**src/rtl/reg_writeback_if.sv**
```systemverilog
// ---------------------------------------------------------------------------
// reg_writeback_if
// Valid/ready result channel from one producer (ALU or LSU) into the
// register-file write-back front end.
//   valid : producer holds a result
//   ready : write-back accepts the result on this edge
//   addr  : destination register
//   data  : result value
// The master modport is the producer side; the slave modport is reg_writeback.
// ---------------------------------------------------------------------------
interface reg_writeback_if #(
    parameter int WIDTH      = 32,
    parameter int ADDR_WIDTH = 5
);
    logic                  valid;
    logic                  ready;
    logic [ADDR_WIDTH-1:0] addr;
    logic [WIDTH-1:0]      data;

    modport master (output valid, output addr, output data, input ready);
    modport slave  (input valid, input addr, input data, output ready);
endinterface

```
**src/rtl/reg_writeback.sv**
```systemverilog
// ---------------------------------------------------------------------------
// reg_writeback
// Write-side front end of the integer register file. Two producers (ALU, LSU)
// are arbitrated round-robin into a small FIFO that drains one write per
// cycle to the register file write port. A per-register busy scoreboard lets
// issue logic stall on pending writes.
//
// Ports:
//   clk, rst          clock (rising edge), asynchronous active-low reset
//   alu, lsu          producer channels (reg_writeback_if.slave)
//   wb_stall          freezes the drain side
//   wen/addrw/dinw    register file write port, driven from the FIFO head
//   rsv_en/rsv_addr   issue reserves a destination register
//   busy              scoreboard, bit i = write to register i pending
//   level             FIFO occupancy
//   q_addr/q_hit/q_data  bypass lookup into the FIFO
//
// Optional feature: define REG_WRITEBACK_BYPASS_EN to build the bypass lookup;
// otherwise q_hit and q_data are tied to zero.
// ---------------------------------------------------------------------------
module reg_writeback #(
    parameter int WIDTH      = 32,
    parameter int ADDR_WIDTH = 5,
    parameter int NR_REGS    = 32,
    parameter int DEPTH      = 4
) (
    input  logic                      clk,
    input  logic                      rst,
    reg_writeback_if.slave            alu,
    reg_writeback_if.slave            lsu,
    input  logic                      wb_stall,
    output logic                      wen,
    output logic [ADDR_WIDTH-1:0]     addrw,
    output logic [WIDTH-1:0]          dinw,
    input  logic                      rsv_en,
    input  logic [ADDR_WIDTH-1:0]     rsv_addr,
    output logic [NR_REGS-1:0]        busy,
    output logic [$clog2(DEPTH):0]    level,
    input  logic [ADDR_WIDTH-1:0]     q_addr,
    output logic                      q_hit,
    output logic [WIDTH-1:0]          q_data
);
    localparam int IDX_W = $clog2(DEPTH);
    localparam int PTR_W = IDX_W + 1;

    logic [PTR_W-1:0]      wptr_q, wptr_d;
    logic [PTR_W-1:0]      rptr_q, rptr_d;
    logic [ADDR_WIDTH-1:0] mem_addr_q [DEPTH];
    logic [ADDR_WIDTH-1:0] mem_addr_d [DEPTH];
    logic [WIDTH-1:0]      mem_data_q [DEPTH];
    logic [WIDTH-1:0]      mem_data_d [DEPTH];
    logic [NR_REGS-1:0]    busy_q, busy_d;
    logic                  prefer_lsu_q, prefer_lsu_d;

    logic                  full;
    logic                  empty;
    logic                  grant_alu;
    logic                  grant_lsu;
    logic                  accept;
    logic                  push;
    logic [ADDR_WIDTH-1:0] acc_addr;
    logic [WIDTH-1:0]      acc_data;

    // Extra wrap bit on the pointers separates full from empty.
    assign level = wptr_q - rptr_q;
    assign empty = (wptr_q == rptr_q);
    assign full  = (level == PTR_W'(DEPTH));

    // A lone valid source always wins; on contention the pointer decides.
    assign grant_alu = alu.valid && (!lsu.valid || !prefer_lsu_q);
    assign grant_lsu = lsu.valid && (!alu.valid || prefer_lsu_q);

    // No pass-through when full, even if the head pops this cycle.
    assign alu.ready = grant_alu && !full;
    assign lsu.ready = grant_lsu && !full;

    assign accept   = alu.ready || lsu.ready;
    assign acc_addr = lsu.ready ? lsu.addr : alu.addr;
    assign acc_data = lsu.ready ? lsu.data : alu.data;
    // Writes to x0 complete the handshake but are dropped here.
    assign push     = accept && (acc_addr != '0);

    assign wen   = !empty && !wb_stall;
    assign addrw = mem_addr_q[rptr_q[IDX_W-1:0]];
    assign dinw  = mem_data_q[rptr_q[IDX_W-1:0]];
    assign busy  = busy_q;

    always_comb begin
        wptr_d       = wptr_q;
        rptr_d       = rptr_q;
        mem_addr_d   = mem_addr_q;
        mem_data_d   = mem_data_q;
        busy_d       = busy_q;
        prefer_lsu_d = prefer_lsu_q;

        if (accept) begin
            prefer_lsu_d = grant_alu;
        end

        if (push) begin
            mem_addr_d[wptr_q[IDX_W-1:0]] = acc_addr;
            mem_data_d[wptr_q[IDX_W-1:0]] = acc_data;
            wptr_d = wptr_q + PTR_W'(1);
        end

        if (wen) begin
            rptr_d        = rptr_q + PTR_W'(1);
            busy_d[addrw] = 1'b0;
        end

        // Applied after the commit clear so a same-cycle reserve wins.
        if (rsv_en && (rsv_addr != '0)) begin
            busy_d[rsv_addr] = 1'b1;
        end

        busy_d[0] = 1'b0;
    end

    always_ff @(posedge clk or negedge rst) begin
        if (!rst) begin
            wptr_q       <= '0;
            rptr_q       <= '0;
            busy_q       <= '0;
            prefer_lsu_q <= 1'b1;
            for (int i = 0; i < DEPTH; i++) begin
                mem_addr_q[i] <= '0;
                mem_data_q[i] <= '0;
            end
        end else begin
            wptr_q       <= wptr_d;
            rptr_q       <= rptr_d;
            busy_q       <= busy_d;
            prefer_lsu_q <= prefer_lsu_d;
            mem_addr_q   <= mem_addr_d;
            mem_data_q   <= mem_data_d;
        end
    end

`ifdef REG_WRITEBACK_BYPASS_EN
    logic [IDX_W-1:0] bp_idx;

    // Scan oldest to youngest so the youngest match ends up in q_data.
    // The head counts as valid even while it pops this cycle.
    always_comb begin
        q_hit  = 1'b0;
        q_data = '0;
        bp_idx = '0;
        for (int i = 0; i < DEPTH; i++) begin
            bp_idx = rptr_q[IDX_W-1:0] + IDX_W'(i);
            if ((PTR_W'(i) < level) && (q_addr != '0) &&
                (mem_addr_q[bp_idx] == q_addr)) begin
                q_hit  = 1'b1;
                q_data = mem_data_q[bp_idx];
            end
        end
    end
`else
    logic unused_q_addr;

    assign q_hit         = 1'b0;
    assign q_data        = '0;
    assign unused_q_addr = ^q_addr;
`endif

endmodule

```
**src/flat_wrapper.sv**
```systemverilog
// flat-port wrapper written by rule: the top's interface ports become plain ports
module reg_writeback_flat 
#(
    parameter int WIDTH      = 32,
    parameter int ADDR_WIDTH = 5,
    parameter int NR_REGS    = 32,
    parameter int DEPTH      = 4
)
  (clk, rst, wb_stall, wen, addrw, dinw, rsv_en, rsv_addr, busy, level, q_addr, q_hit, q_data, alu_valid, alu_addr, alu_data, alu_ready, lsu_valid, lsu_addr, lsu_data, lsu_ready);
  reg_writeback_if #(.WIDTH(WIDTH), .ADDR_WIDTH(ADDR_WIDTH)) alu_i ();
  reg_writeback_if #(.WIDTH(WIDTH), .ADDR_WIDTH(ADDR_WIDTH)) lsu_i ();
  input  logic clk;
  input  logic rst;
  input  logic wb_stall;
  output logic wen;
  output logic [ADDR_WIDTH-1:0] addrw;
  output logic [WIDTH-1:0] dinw;
  input  logic rsv_en;
  input  logic [ADDR_WIDTH-1:0] rsv_addr;
  output logic [NR_REGS-1:0] busy;
  output logic [$clog2(DEPTH):0] level;
  input  logic [ADDR_WIDTH-1:0] q_addr;
  output logic q_hit;
  output logic [WIDTH-1:0] q_data;
  input wire logic [$bits(alu_i.valid)-1:0] alu_valid;
  input wire logic [$bits(alu_i.addr)-1:0] alu_addr;
  input wire logic [$bits(alu_i.data)-1:0] alu_data;
  output wire logic [$bits(alu_i.ready)-1:0] alu_ready;
  input wire logic [$bits(lsu_i.valid)-1:0] lsu_valid;
  input wire logic [$bits(lsu_i.addr)-1:0] lsu_addr;
  input wire logic [$bits(lsu_i.data)-1:0] lsu_data;
  output wire logic [$bits(lsu_i.ready)-1:0] lsu_ready;
  assign alu_i.valid = alu_valid;
  assign alu_i.addr = alu_addr;
  assign alu_i.data = alu_data;
  assign alu_ready = alu_i.ready;
  assign lsu_i.valid = lsu_valid;
  assign lsu_i.addr = lsu_addr;
  assign lsu_i.data = lsu_data;
  assign lsu_ready = lsu_i.ready;
  reg_writeback #(.WIDTH(WIDTH), .ADDR_WIDTH(ADDR_WIDTH), .NR_REGS(NR_REGS), .DEPTH(DEPTH)) u_core (.clk(clk), .rst(rst), .alu(alu_i), .lsu(lsu_i), .wb_stall(wb_stall), .wen(wen), .addrw(addrw), .dinw(dinw), .rsv_en(rsv_en), .rsv_addr(rsv_addr), .busy(busy), .level(level), .q_addr(q_addr), .q_hit(q_hit), .q_data(q_data));
endmodule
```
**config.mk**
```make
export PLATFORM = sky130hd
export DESIGN_NAME = reg_writeback_flat
export DESIGN_NICKNAME = d
export VERILOG_FILES = /design/src/rtl/reg_writeback_if.sv /design/src/rtl/reg_writeback.sv /design/src/flat_wrapper.sv
export SDC_FILE = /design/constraint.sdc
export NUM_CORES = 1
export LEC_CHECK = 0
export ABC_CLOCK_PERIOD_IN_PS = 3330
export BUFFER_PORTS_ARGS = -buffer_cell sky130_fd_sc_hd__buf_2
export CORE_UTILIZATION = 56
export DETAILED_ROUTE_END_ITERATION = 7
export GPL_TIMING_DRIVEN = 0
export PLACE_DENSITY_LB_ADDON = 0.08
export SETUP_SLACK_MARGIN = 0.15
export SYNTH_ARGS = -nofsm -noshare
export SYNTH_HDL_FRONTEND = slang
export SYNTH_SLANG_ARGS = --single-unit
```
**constraint.sdc**
```tcl
create_clock -name clk -period 3.33 [get_ports clk]
set_input_delay 0.666 -clock clk [delete_from_list [all_inputs] [get_ports clk]]
set_output_delay 0.666 -clock clk [all_outputs]
set_load 0.005 [all_outputs]
```
Word level (Yosys, flattened, before mapping)
Index checks and enable logic that the tools add are counted.
{"block": "totals", "ff_bits": 186, "input_bits": 90}
{"block": "classes", "add_sub_neg": 3, "order_cmp": 7, "n_eq_ne": 2, "n_mux": 20, "n_bitwise": 5, "reduce_logical": 21}
{"operator": "32-bit 2-to-1 mux", "n": 6}
{"operator": "128-bit bitwise mux", "n": 1}
{"operator": "32-bit binary-select mux with 2-bit select", "n": 1}
{"operator": "32-bit demux with 2-bit select", "n": 1}
{"operator": "32-bit bitwise AND", "n": 1}
{"operator": "32-bit NOT", "n": 1}
{"operator": "32-bit bitwise OR", "n": 1}
{"operator": "20-bit bitwise mux", "n": 1}
{"operator": "5-bit 2-to-1 mux", "n": 4}
{"operator": "5-bit by 6-bit less-than comparator with 1-bit output, second input constant", "n": 2}
{"operator": "5-bit binary-select mux with 2-bit select", "n": 1}
{"operator": "1-bit demux with 5-bit select", "n": 2}
{"operator": "5-bit demux with 2-bit select", "n": 1}
{"operator": "5-bit by 1-bit >= comparator with 1-bit output, second input constant", "n": 2}
{"operator": "1-bit logical AND", "n": 10}
{"operator": "5-bit nonzero test", "n": 2}
{"operator": "3-bit by 1-bit adder with 3-bit output, second input constant", "n": 2}
{"operator": "3-bit >= comparator, second input constant", "n": 2}
{"operator": "1-bit logical NOT", "n": 6}
{"operator": "2-bit NOT with 3-bit output", "n": 2}
{"operator": "3-bit == test", "n": 1}
{"operator": "3-bit == test, second input constant", "n": 1}
{"operator": "1-bit logical OR", "n": 3}
{"operator": "3-bit by 1-bit less-than comparator with 1-bit output, second input constant", "n": 1}
{"operator": "other kinds (2)", "n": 3}

Logic depth before layout (Yosys ltp)
{"block": "depth", "depth_word": 13, "depth_mapped": 9, "ltp_nobuf": 8}

Worst setup path before layout
No wires, ideal clock.
{"block": "synth_path", "kind": "reg2out", "startpoint": "register u_core.rptr_q[1]", "endpoint": "output wen", "arrival_time_ps": 1950, "required_time_ps": 2664, "setup_slack_ps": 714, "path_stages_with_launch": 7, "n_path_buf": 2, "path_cell_list": "dfrtp_1 -> clkbuf_1 -> buf_1 -> inv_1 -> ha_1 -> and2_1 -> a21oi_1"}
{"block": "synth_via", "elab_chain_cells": 3}
{"item": "start, declared", "line_no": "reg_writeback.sv:47", "text": "logic [PTR_W-1:0] rptr_q, rptr_d;"}
{"item": "start signal, assigned", "line_no": "reg_writeback.sv:131", "text": "rptr_q <= rptr_d;"}
{"item": "3-bit == test", "line_no": "reg_writeback.sv:66", "text": "assign empty = (wptr_q == rptr_q);"}
{"item": "1-bit logical NOT", "line_no": "reg_writeback.sv:83", "text": "assign wen = !empty && !wb_stall;"}
{"item": "1-bit logical AND", "line_no": "reg_writeback.sv:83"}
{"item": "end, declared", "line_no": "flat_wrapper.sv:15", "text": "output logic wen;"}
No other way between the ends.

Final worst setup path
{"block": "layout_path", "startpoint": "register u_core.rptr_q[1]", "endpoint": "output dinw[2]"}
{"block": "layout_via", "elab_chain_cells": 4}
{"item": "2-bit NOT with 3-bit output (not written as such)", "line_no": "reg_writeback.sv:85", "text": "assign dinw = mem_data_q[rptr_q[IDX_W-1:0]];"}
{"item": "32-bit binary-select mux with 2-bit select", "line_no": "reg_writeback.sv:85"}
{"item": "32-bit 2-to-1 mux (not written as such) (2 in series)", "line_no": "reg_writeback.sv:85"}
{"item": "end, declared", "line_no": "flat_wrapper.sv:17", "text": "output logic [WIDTH-1:0] dinw;"}
No other way between the ends. The select of a mux whose other input is x is not followed.

==> flow_metrics.py <==
metrics = {
    "power_and_ir_drop": {
        "p_int_mw": 8.772,
        "p_sw_mw": 4.673,
        "cellPowerDensity_nw_per_um2": 1150,
        "p_sw_frac": 0.3476,
        "combPwrFrac": 0.533,
        "leakage_nw": 5.474,
        "ir_drop_v": 0.0005867,
        "clock_power_share": 0.160,
        "p_seq_frac": 0.307,
        "total_power_mw": 13.45,
    },
    "grt": {
        "globalRouteTotalUtil": 0.2634,
        "antenna_found_initial": 0,
        "grt_most_used_layer": "met2",
        "use_met1": 0.3430,
        "gr-total-overflow": 0,
        "grt_pass1_wl_um": 35840,
        "use_met3": 0.05064,
        "grt_max_degree": 133,
        "grt_pass1_vias": 6538,
        "grt_use_met2": 0.4393,
    },
    "drt": {
        "viasPerCell": 5.560,
        "vias": 6260,
        "drt_wl_total_um": 22440,
        "wl_per_cell_um": 19.93,
        "drtAntennaViolNets": 0,
        "drc_errors": 0,
        "drt_iter0_drc": 300,
        "dr.pass1.iters": 4,
    },
    "timing": {
        "rsz0062_at_grt": "no",
        "fin_crit_ns": 3.087,
        "relSlewSlack": 0.3722,
        "setup_tns_ns": 0,
        "tightest_slew_ns": 0.9396,
        "fin_crit_sh": 0.9271,
        "fin_worst_skew_ns": 0.01124,
        "layout_setup_ws_ns": 0.2428,
        "max_freq_mhz": 323.9,
        "hold_violations": 0,
        "drv_slew": 0,
        "setup_violations": 0,
    },
    "worst_setup_path": {
        "worst-r2r-setup-slack_ns": 0.30,
        "worst_path_max_delay_cell": "clkbuf_1",
        "cp_cell_sequence": "clkbuf_4 -> clkbuf_1 -> mux4_2 -> buf_2",
        "end_kind": "primary output",
        "critical-path-max-stage-delay_ns": 0.68,
        "worstRegToRegCells": 8,
        "crit_end": "dinw[2]",
        "start_kind": "flip-flop",
        "rr_endpoint": "u_core.mem_data_q[46]",
        "cp_top_family": "buffers and inverters",
        "worstSetupPathType": "reg -> out",
        "crit_required_ns": 2.66,
        "critPathBufInv": 3,
        "rr_startpoint": "u_core.wptr_q[0]",
        "cp.depth": 4,
        "cp_max_fo": 10,
        "startpoint": "u_core.rptr_q[1]",
        "cp_data_arrival_time_ns": 2.42,
    },
    "status": {
        "status": "finished, final reports clean",
    },
    "floorplanning": {
        "die_w_um": 134.1,
        "coreArea_sq_um": 16820,
        "start_util": 0.5809,
        "die_area_sq_um": 17980,
        "io_pins": 198,
        "num_rows": 47,
        "die_h_um": 134.1,
    },
    "clock_tree": {
        "cts_root_buf": "clkbuf_16",
        "clk-insertion-delay-late_ns": 0.43,
        "h-tree-depth": 4,
        "clkSlewWorstSetupHoldPaths_ns": 0.07,
        "cts.path.max_buffers": 2,
        "cts.sinks": 186,
        "numCtsBuffers": 17,
        "cts_tree": "yes",
    },
    "placed_design": {
        "dp_slack_ns": -0.2873,
        "io_buffers": 157,
        "dp.final_hpwl_um": 15590,
        "gp_congestion": 0.8334,
    },
    "synthesis": {
        "yosysTopAreaCell": "dfrtp_1",
        "synth_common_cells": "dfrtp_1 (185), mux2_4 (115), mux2_2 (55), nand2_1 (39)",
        "async_flop_share": 1.000,
        "synth.most_common_cell": "dfrtp_1",
        "synthTopCellsByArea": "dfrtp_1 (47%), mux2_4 (18%), mux4_2 (8.5%)",
        "syn_inst": 679,
        "yosysTopAreaCellShare": 0.4739,
        "synth-seq-area-share": 0.4766,
        "synthDistinctLibCells": 47,
        "yosys_warnings": 0,
        "netlist_area_sq_um": 9769,
        "synth-edff-count": 0,
        "syn_area_per_cell_sq_um": 14.39,
        "synth_flop_cell": "dfrtp_1",
        "synth-seq-cells": 186,
    },
    "job": {
        "cap_violations": 0,
    },
    "finish": {
        "drive_gt1_frac": 0.5254,
        "final_net_count": 993,
        "fin_util": 0.6953,
        "antenna_cells": 0,
        "area_growth_pct": 19.70,
    },
    "min_path": {
        "min_path_type": "in -> async",
    },
}
[power by group through the flow]
stage	Sequential, mW	Clock [mW]	Combinational [mW]
global placement	4.04	0	6.87
finish	4.13	2.15	7.17
detailed placement	4.14	0	7.05
global route	4.25	2.27	7.69
floorplan	3.94	0	5.15
CTS	4.12	2.18	7.12
[worst min path at each step]
stage / startpoint / to / slack, ns / cells after the start
6_report: rst / u_core.busy[7] / 0.15 / 1
3_5_place_dp: u_core.mem_data_q[38] / u_core.mem_data_q[38] / 0.49 / 1
5_1_grt: rst / u_core.busy[20] / 0.16 / 1
3_3_place_gp: u_core.busy[3] / u_core.busy[3] / 0.48 / 2
2_1_floorplan: rst / u_core.busy[10] / 0.37 / 0
4_1_cts: rst / u_core.busy[4] / 0.15 / 1
[through the flow]
stage | cells | cell area, sq um | hold WS [ns]
2_1_floorplan | 712 | 9893 | 0.3704
6_report | 1126 | 11690 | 0.1475
5_1_grt | 1126 | 11690 | 0.1603
3_5_place_dp | 1090 | 10990 | 0.4890
3_3_place_gp | 1089 | 10950 | 0.4791
4_1_cts | 1121 | 11630 | 0.1465
[layout by cell type (no fill, tap or decap), types with 4 or more instances in the layout]
cell type / instances
dfrtp_1: 185
buf_2: 157
mux2_4: 115
mux2_2: 55
buf_4: 42
nand2_1: 38
mux4_2: 37
conb_1: 34
o21ai_0: 24
nor2_1: 23
inv_1: 17
clkbuf_16: 17
buf_6: 13
a21oi_1: 12
clkbuf_1: 12
a31oi_1: 11
nand3b_1: 7
ha_1: 7
nor2b_1: 6
or3b_2: 6
mux2_1: 6
o41ai_1: 5
nor4_4: 5
mux2i_1: 5
clkbuf_4: 4
o31ai_1: 4
nor3b_1: 4
nor3_1: 4
bufinv_16: 4
[state kept, by name (all words and copies together), names as in the netlist]
name                 flops
u_core.mem_data_q      128
u_core.busy             31
u_core.mem_addr_q       20
u_core.rptr_q            3
u_core.wptr_q            3
u_core.prefer_lsu_q      1
[timing repair]
| item | in CTS | in global routing |
|---|---|---|
| pin swaps | 1 | 1 |
| hold buffers | 0 | 0 |
| endpoints found under the setup margin | 54 | 42 |
| gates resized for setup | 5 | 8 |
| gates cloned | 0 | 0 |
| setup buffers | 1 | 5 |
[layer usage]
layer / routed length, um / vias to the layer above / part of all wire
met5: 0 / - / 0
met4: 459 / 0 / 0.020
met3: 1163 / 30 / 0.052
met2: 11060 / 209 / 0.49
met1: 9758 / 3180 / 0.43
li1: - / 2841 / -
[cells by family after synthesis]
logic type	Yosys count	share of synthesized area
AOI/OAI and AO/OA	67	0.04572
xor gates and xnor gates	7	0.007813
adders and majority gates	8	0.01101
buffers and inverters	85	0.05687
DFF	186	0.4766
muxes	218	0.3375
other	1	0.0003839
and+or+nand+nor	107	0.06417
[final cells by class]
class | count | area [sq um]
repair buffers | 164 | 868.3
inverters | 17 | 63.81
well taps | 220 | 275.3
clock inverters | 8 | 142.6
multi-input cells | 441 | 4696
flip-flops and latches | 186 | 4656
fillers | 1197 | 5125
clock buffers | 22 | 474.2
plain buffers | 68 | 518.0
No activity file was read; power rests on OpenSTA's default activity.
